[src/rtl/text_line_display_if.sv]
// Load bus for text_line_display: glyph codes and colour with a ready/load handshake.
interface text_line_display_if #(
    parameter int NUM_CHARS = 4
);
    logic [6*NUM_CHARS-1:0] chars;
    logic [23:0]            color;
    logic                   load;
    logic                   ready;

    modport master (output chars, color, load, input ready);
    modport slave  (input chars, color, load, output ready);
endinterface

[src/rtl/text_line_display.sv]
// One-line text overlay: double-buffered glyph codes, blink gating, and a
// 3-stage raster pipeline around an external synchronous glyph ROM.
module text_line_display #(
    parameter int NUM_CHARS    = 4,
    parameter int SCALE_LOG2   = 0,
    parameter int BLINK_FRAMES = 30
) (
    input  logic               clk,
    input  logic               reset,
    text_line_display_if.slave ld,
    input  logic               frame_start,
    input  logic               blink_en,
    input  logic [10:0]        origin_x,
    input  logic [9:0]         origin_y,
    input  logic [10:0]        vga_x,
    input  logic [9:0]         vga_y,
    input  logic               valid,
    output logic [8:0]         rom_addr,
    input  logic [7:0]         rom_data,
    output logic [7:0]         r,
    output logic [7:0]         g,
    output logic [7:0]         b,
    output logic               valid_px
);
    localparam int         CELL   = 8 << SCALE_LOG2;
    localparam logic [11:0] LINE_W = 12'(NUM_CHARS * CELL);
    localparam logic [10:0] LINE_H = 11'(CELL);

    typedef enum logic {IDLE, PENDING} state_t;

    typedef struct packed {
        logic [6*NUM_CHARS-1:0] chars;
        logic [23:0]            color;
    } buf_t;

    state_t     state;
    buf_t       pend;
    buf_t       act;
    logic       ready_q;
    logic       display_on;
    logic [7:0] frame_cnt;
    logic       blink_phase;

    assign ld.ready = ready_q;

    // Control: load handshake, commit on frame boundary, blink frame counter.
    always_ff @(posedge clk or negedge reset) begin
        if (!reset) begin
            state       <= IDLE;
            ready_q     <= 1'b1;
            pend        <= '0;
            act         <= '0;
            display_on  <= 1'b0;
            frame_cnt   <= 8'd0;
            blink_phase <= 1'b0;
        end else begin
            case (state)
                IDLE: begin
                    if (ld.load) begin
                        pend.chars <= ld.chars;
                        pend.color <= ld.color;
                        state      <= PENDING;
                        ready_q    <= 1'b0;
                    end
                end
                PENDING: begin
                    if (frame_start) begin
                        act        <= pend;
                        display_on <= 1'b1;
                        state      <= IDLE;
                        ready_q    <= 1'b1;
                    end
                end
                default: state <= IDLE;
            endcase
            if (frame_start) begin
                if (frame_cnt == 8'(BLINK_FRAMES - 1)) begin
                    frame_cnt   <= 8'd0;
                    blink_phase <= ~blink_phase;
                end else begin
                    frame_cnt <= frame_cnt + 8'd1;
                end
            end
        end
    end

    // Zero-extended subtraction: the top bit flags raster left of / above origin.
    logic [11:0] dx;
    logic [10:0] dy;
    logic [11:0] slot;
    logic [2:0]  col;
    logic [2:0]  row;
    logic        hit;
    logic        gate;
    logic [5:0]  slot_code;

    assign dx   = {1'b0, vga_x} - {1'b0, origin_x};
    assign dy   = {1'b0, vga_y} - {1'b0, origin_y};
    assign hit  = valid && !dx[11] && !dy[10] && (dx < LINE_W) && (dy < LINE_H);
    assign slot = dx >> (3 + SCALE_LOG2);
    assign col  = 3'(dx >> SCALE_LOG2);
    assign row  = 3'(dy >> SCALE_LOG2);
    assign gate = display_on & ~(blink_en & blink_phase);

    always_comb begin
        slot_code = '0;
        for (int k = 0; k < NUM_CHARS; k++) begin
            if (slot == 12'(k)) slot_code = act.chars[6*k +: 6];
        end
    end

    localparam int STAGES = 2;

    logic [STAGES-1:0]       vld_pipe;
    logic [STAGES-1:0][2:0]  col_pipe;
    logic                    px_on;

    // rom_data bit 7 is the leftmost column, so the bit index is ~col.
    assign px_on = vld_pipe[STAGES-1] & rom_data[~col_pipe[STAGES-1]];

    always_ff @(posedge clk or negedge reset) begin
        if (!reset) begin
            rom_addr  <= '0;
            vld_pipe  <= '0;
            col_pipe  <= '0;
            valid_px  <= 1'b0;
            {r, g, b} <= 24'h0;
        end else begin
            rom_addr  <= {slot_code, row};
            vld_pipe  <= {vld_pipe[STAGES-2:0], hit & gate};
            col_pipe  <= {col_pipe[STAGES-2:0], col};
            valid_px  <= px_on;
            {r, g, b} <= px_on ? act.color : 24'h0;
        end
    end
endmodule
[src/flat_wrapper.sv]
// flat-port wrapper written by rule: the top's interface ports become plain ports
module text_line_display_flat 
#(
    parameter int NUM_CHARS    = 4,
    parameter int SCALE_LOG2   = 0,
    parameter int BLINK_FRAMES = 30
)
  (clk, reset, frame_start, blink_en, origin_x, origin_y, vga_x, vga_y, valid, rom_addr, rom_data, r, g, b, valid_px, ld_chars, ld_color, ld_load, ld_ready);
  text_line_display_if #(.NUM_CHARS(NUM_CHARS)) ld_i ();
  input  logic clk;
  input  logic reset;
  input  logic frame_start;
  input  logic blink_en;
  input  logic [10:0] origin_x;
  input  logic [9:0] origin_y;
  input  logic [10:0] vga_x;
  input  logic [9:0] vga_y;
  input  logic valid;
  output logic [8:0] rom_addr;
  input  logic [7:0] rom_data;
  output logic [7:0] r;
  output logic [7:0] g;
  output logic [7:0] b;
  output logic valid_px;
  input wire logic [$bits(ld_i.chars)-1:0] ld_chars;
  input wire logic [$bits(ld_i.color)-1:0] ld_color;
  input wire logic [$bits(ld_i.load)-1:0] ld_load;
  output wire logic [$bits(ld_i.ready)-1:0] ld_ready;
  assign ld_i.chars = ld_chars;
  assign ld_i.color = ld_color;
  assign ld_i.load = ld_load;
  assign ld_ready = ld_i.ready;
  text_line_display #(.NUM_CHARS(NUM_CHARS), .SCALE_LOG2(SCALE_LOG2), .BLINK_FRAMES(BLINK_FRAMES)) u_core (.clk(clk), .reset(reset), .ld(ld_i), .frame_start(frame_start), .blink_en(blink_en), .origin_x(origin_x), .origin_y(origin_y), .vga_x(vga_x), .vga_y(vga_y), .valid(valid), .rom_addr(rom_addr), .rom_data(rom_data), .r(r), .g(g), .b(b), .valid_px(valid_px));
endmodule
[config.mk]
export PLATFORM = sky130hd
export DESIGN_NAME = text_line_display_flat
export DESIGN_NICKNAME = d
export VERILOG_FILES = /design/src/rtl/text_line_display_if.sv /design/src/rtl/text_line_display.sv /design/src/flat_wrapper.sv
export SDC_FILE = /design/constraint.sdc
export NUM_CORES = 1
export LEC_CHECK = 0
export CAP_MARGIN = 20
export CORE_MARGIN = 2
export CORE_UTILIZATION = 25
export CTS_CLUSTER_SIZE = 8
export DETAILED_ROUTE_END_ITERATION = 7
export GPL_ROUTABILITY_DRIVEN = 0
export GPL_TIMING_DRIVEN = 0
export MAX_ROUTING_LAYER = met4
export PLACE_DENSITY = 0.43
export RECOVER_POWER = 25
export SLEW_MARGIN = 20
export SYNTH_ARGS = -nofsm -noshare
export SYNTH_HDL_FRONTEND = slang
export SYNTH_SLANG_ARGS = --single-unit
[constraint.sdc]
create_clock -name clk -period 3.4 [get_ports clk]
set_input_delay 1.02 -clock clk [delete_from_list [all_inputs] [get_ports clk]]
set_output_delay 1.02 -clock clk [all_outputs]
set_load 0.005 [all_outputs]
==> impl_metrics.ini <==
[worst_setup_path]
worstReg2RegStart = u_core.state
required_ps = 3720
cp_top_family = simple AND/OR/NAND/NOR gates
critPathMaxFanout = 7
end_kind = flip-flop
path_cells = clkdlybuf4s50_1, inv_1, ha_1, fa_1, nor2b_2, o2111ai_1, nand2_1, xor2_1, or4b_4, buf_6, nor4_4
crit_arrival_ps = 3630
cp_slowest_stage_delay_ps = 530
path_class = primary input to flip-flop
r2r-end = u_core.act[23]
slowest_stage = or4b_4
cp.buffers_inverters = 3
ff2ff_path_depth = 4
cp-start-kind = primary input
r2r_slack_ps = 1170

[clocking]
htreeDepth = 4
cts_buffer_depth = 2
clk_latency_ps = 420
cts_buffers = 17
cts-hold-fix-buffers = 0
ctsResizeCount = 3
clkSinkCount = 150
cts_setup_buffers = 0
cts_tree = done
path_clk_slew_ps = 60
root_buffer = clkbuf_16

[route]
post-route-drc-count = 8
drtPass1Iterations = 6
via_per_inst = 4.33
wl_mm = 15.0
ant_nets = 0
drt_iter0_drc = 193
vias = 4322
wire_per_inst_um = 15.0

[grt]
use_met1_pct = 14.4
grt_overflow = 0
grt.total_usage_pct = 11.5
antenna_found_initial = 0
grtUsageMet2_pct = 18.9
grt_busiest_layer = met2
grt_max_degree = 99
grt_pass1_wl_mm = 24.3
met3_usage_pct = 2.43
grt_pass1_vias = 4587

[hold_path]
hold_depth = 0
hold_start = u_core.col_pipe[0]
whs_endpoint = u_core.col_pipe[3]
hold_path.class = flip-flop to flip-flop

[sta]
rsz0062_at_grt = false
period_needed_ps = 3300
fin_ws_ps = 96.3
setup_viol = 0
setup_tns_ps = 0
worst_slew_margin_rel_pct = 8.40
fin_skew_ps = 6.79
hold_violations = 0
worst-slew-pin-transition_ps = 1370
min_period_over_period_pct = 97.2
fmax_mhz = 303
maxSlewViolCount = 0

[placement]
place_ws_ps = -654
hpwl_mm = 11.0
port_buffers = 138

[power_and_ir_drop]
leakagePower_nw = 3.91
power_mw = 5.42
powerDensity_mw_per_mm2 = 594
irDropWorstVdd_mv = 0.335

[yosys]
syn_inst = 493
synth_seq_cells = 150
ys.flop_type = dfrtp_1
ys_seq_area_share_pct = 56.4
syn_area_per_cell_um2 = 13.5
syn_nets = 622
synth_warnings = 0
synth_edf_count = 0
netlist_area_mm2 = 0.00666
netlist-cell-type-count = 59
async_flop_share_pct = 100

[final_layout]
areaGrowthSynthToFinish_pct = 37.1
n_antenna_cell = 0
finalNetCount = 780
drive_above_1_share_pct = 23.6

[floorplanning]
die_h_um = 167
rows = 59
die_area_mm2 = 0.0280
initial_core_util_pct = 25.5
die_w_um = 167
io_pins = 139
coreArea_mm2 = 0.0261

[status]
status = finished with violations
violations = DRC

[flow_run]
cap_violations = 0
[cells by family (layout without fill, tap and decap cells)]
logic type      count (synthesis)  in the layout  share of synthesized area [%]
fa+ha+maj                      25             25                           4.92
xor+xnor                       12             12                           1.58
simple gates                   95             95                           8.72
mux                           108            108                           19.8
compound gates                 53             53                           5.69
flops                         150            150                           56.4
buf+inv                        50            221                           2.93
[cell usage in the layout (no fill, tap or decap), types with 3 or more instances in the layout]
cell type,netlist,layout
dfrtp_1,149,149
clkdlybuf4s50_1,0,137
mux2_2,96,96
inv_1,34,34
and2_1,25,25
ha_1,23,23
nor2_1,17,17
clkbuf_16,0,17
nand2_1,13,13
clkbuf_1,10,11
o21ai_0,9,9
mux4_2,8,8
a21oi_1,8,8
nor2b_1,8,7
xnor2_1,7,6
nor3b_2,6,6
nand3_1,5,5
a21o_1,5,5
buf_1,5,5
clkinvlp_4,0,5
xor2_1,5,4
o21a_1,4,4
inv_6,0,4
mux2i_1,3,3
nor3_1,3,3
a211oi_1,3,3
nand2b_1,3,3
bufinv_16,0,3
[layout make-up]
cell class,count,area [um2]
buffer,16,67.6
clock buffer,19,443
clock inverter,13,171
fill,2572,17000
inverter,34,128
multi-input combinational,293,2740
sequential,150,3750
tap,335,419
timing repair buffer,139,1400
[report_power, final]
group	internal (mW)	switching [mW]	total, mW	leakage, nW
combinational	0.649	0.384	1.03	1.79
sequential	2.22	0.217	2.44	1.84
clock	1.18	0.765	1.95	0.283
total	4.05	1.37	5.42	3.91
[worst max path at each step]
stage                      from                 end  depth (start not counted)
detailed placement  origin_x[1]  u_core.rom_addr[6]                          9
floorplan              vga_x[0]  u_core.vld_pipe[0]                         10
finish                 vga_x[0]  u_core.vld_pipe[0]                         11
global placement          reset      u_core.act[41]                          1
global route           vga_x[0]  u_core.vld_pipe[0]                         11
CTS                    vga_x[0]  u_core.vld_pipe[0]                         10
[stage by stage]
| step | util (%) | hold slack (ps) | instance area, um2 | instances |
|---|---|---|---|---|
| 3_3_place_gp | 32.4 | 334 | 8460 | 966 |
| 5_1_grt | 34.9 | 352 | 9130 | 999 |
| 3_5_place_dp | 32.5 | 336 | 8490 | 967 |
| 4_1_cts | 34.9 | 351 | 9130 | 999 |
| 6_report | 34.9 | 349 | 9130 | 999 |
| 2_1_floorplan | - | 331 | 6660 | 493 |
[cell usage after synthesis, drive strengths merged, types with 3 or more instances]
| master | count | share of area, % |
|---|---|---|
| nor2 | 18 | 1.1 |
| nor3b | 8 | 1.4 |
| nor2b | 9 | 0.96 |
| o21ai | 12 | 0.96 |
| o21a | 4 | 0.45 |
| ha | 23 | 4.3 |
| a211oi | 3 | 0.34 |
| dfrtp | 149 | 56 |
| nor4 | 4 | 0.60 |
| mux2 | 96 | 16 |
| a21oi | 9 | 0.73 |
| nor3 | 3 | 0.23 |
| mux2i | 3 | 0.45 |
| xnor2 | 7 | 0.92 |
| nand2 | 14 | 0.83 |
| nand3 | 5 | 0.38 |
| mux4 | 9 | 3.1 |
| inv | 34 | 1.9 |
| xor2 | 5 | 0.66 |
| buf | 6 | 0.45 |
| clkbuf | 10 | 0.56 |
| a21o | 5 | 0.56 |
| and2 | 25 | 2.3 |
| nand2b | 3 | 0.28 |
[sequential cells by signal, indices dropped and copies added (netlist names)]
name                flops
u_core.act             48
u_core.b                8
u_core.blink_phase      1
u_core.col_pipe         6
u_core.display_on       1
u_core.frame_cnt        8
u_core.g                8
u_core.ld.ready         1
u_core.pend            48
u_core.r                8
u_core.rom_addr         9
u_core.state            1
u_core.valid_px         1
u_core.vld_pipe         2
[layer usage]
layer  up-vias  wire length, um
met2        86             7480
met5         -                0
met1      2170             6770
met3        11              537
li1       2055                -
met4         0              188
(Power assumes the default switching activity.)
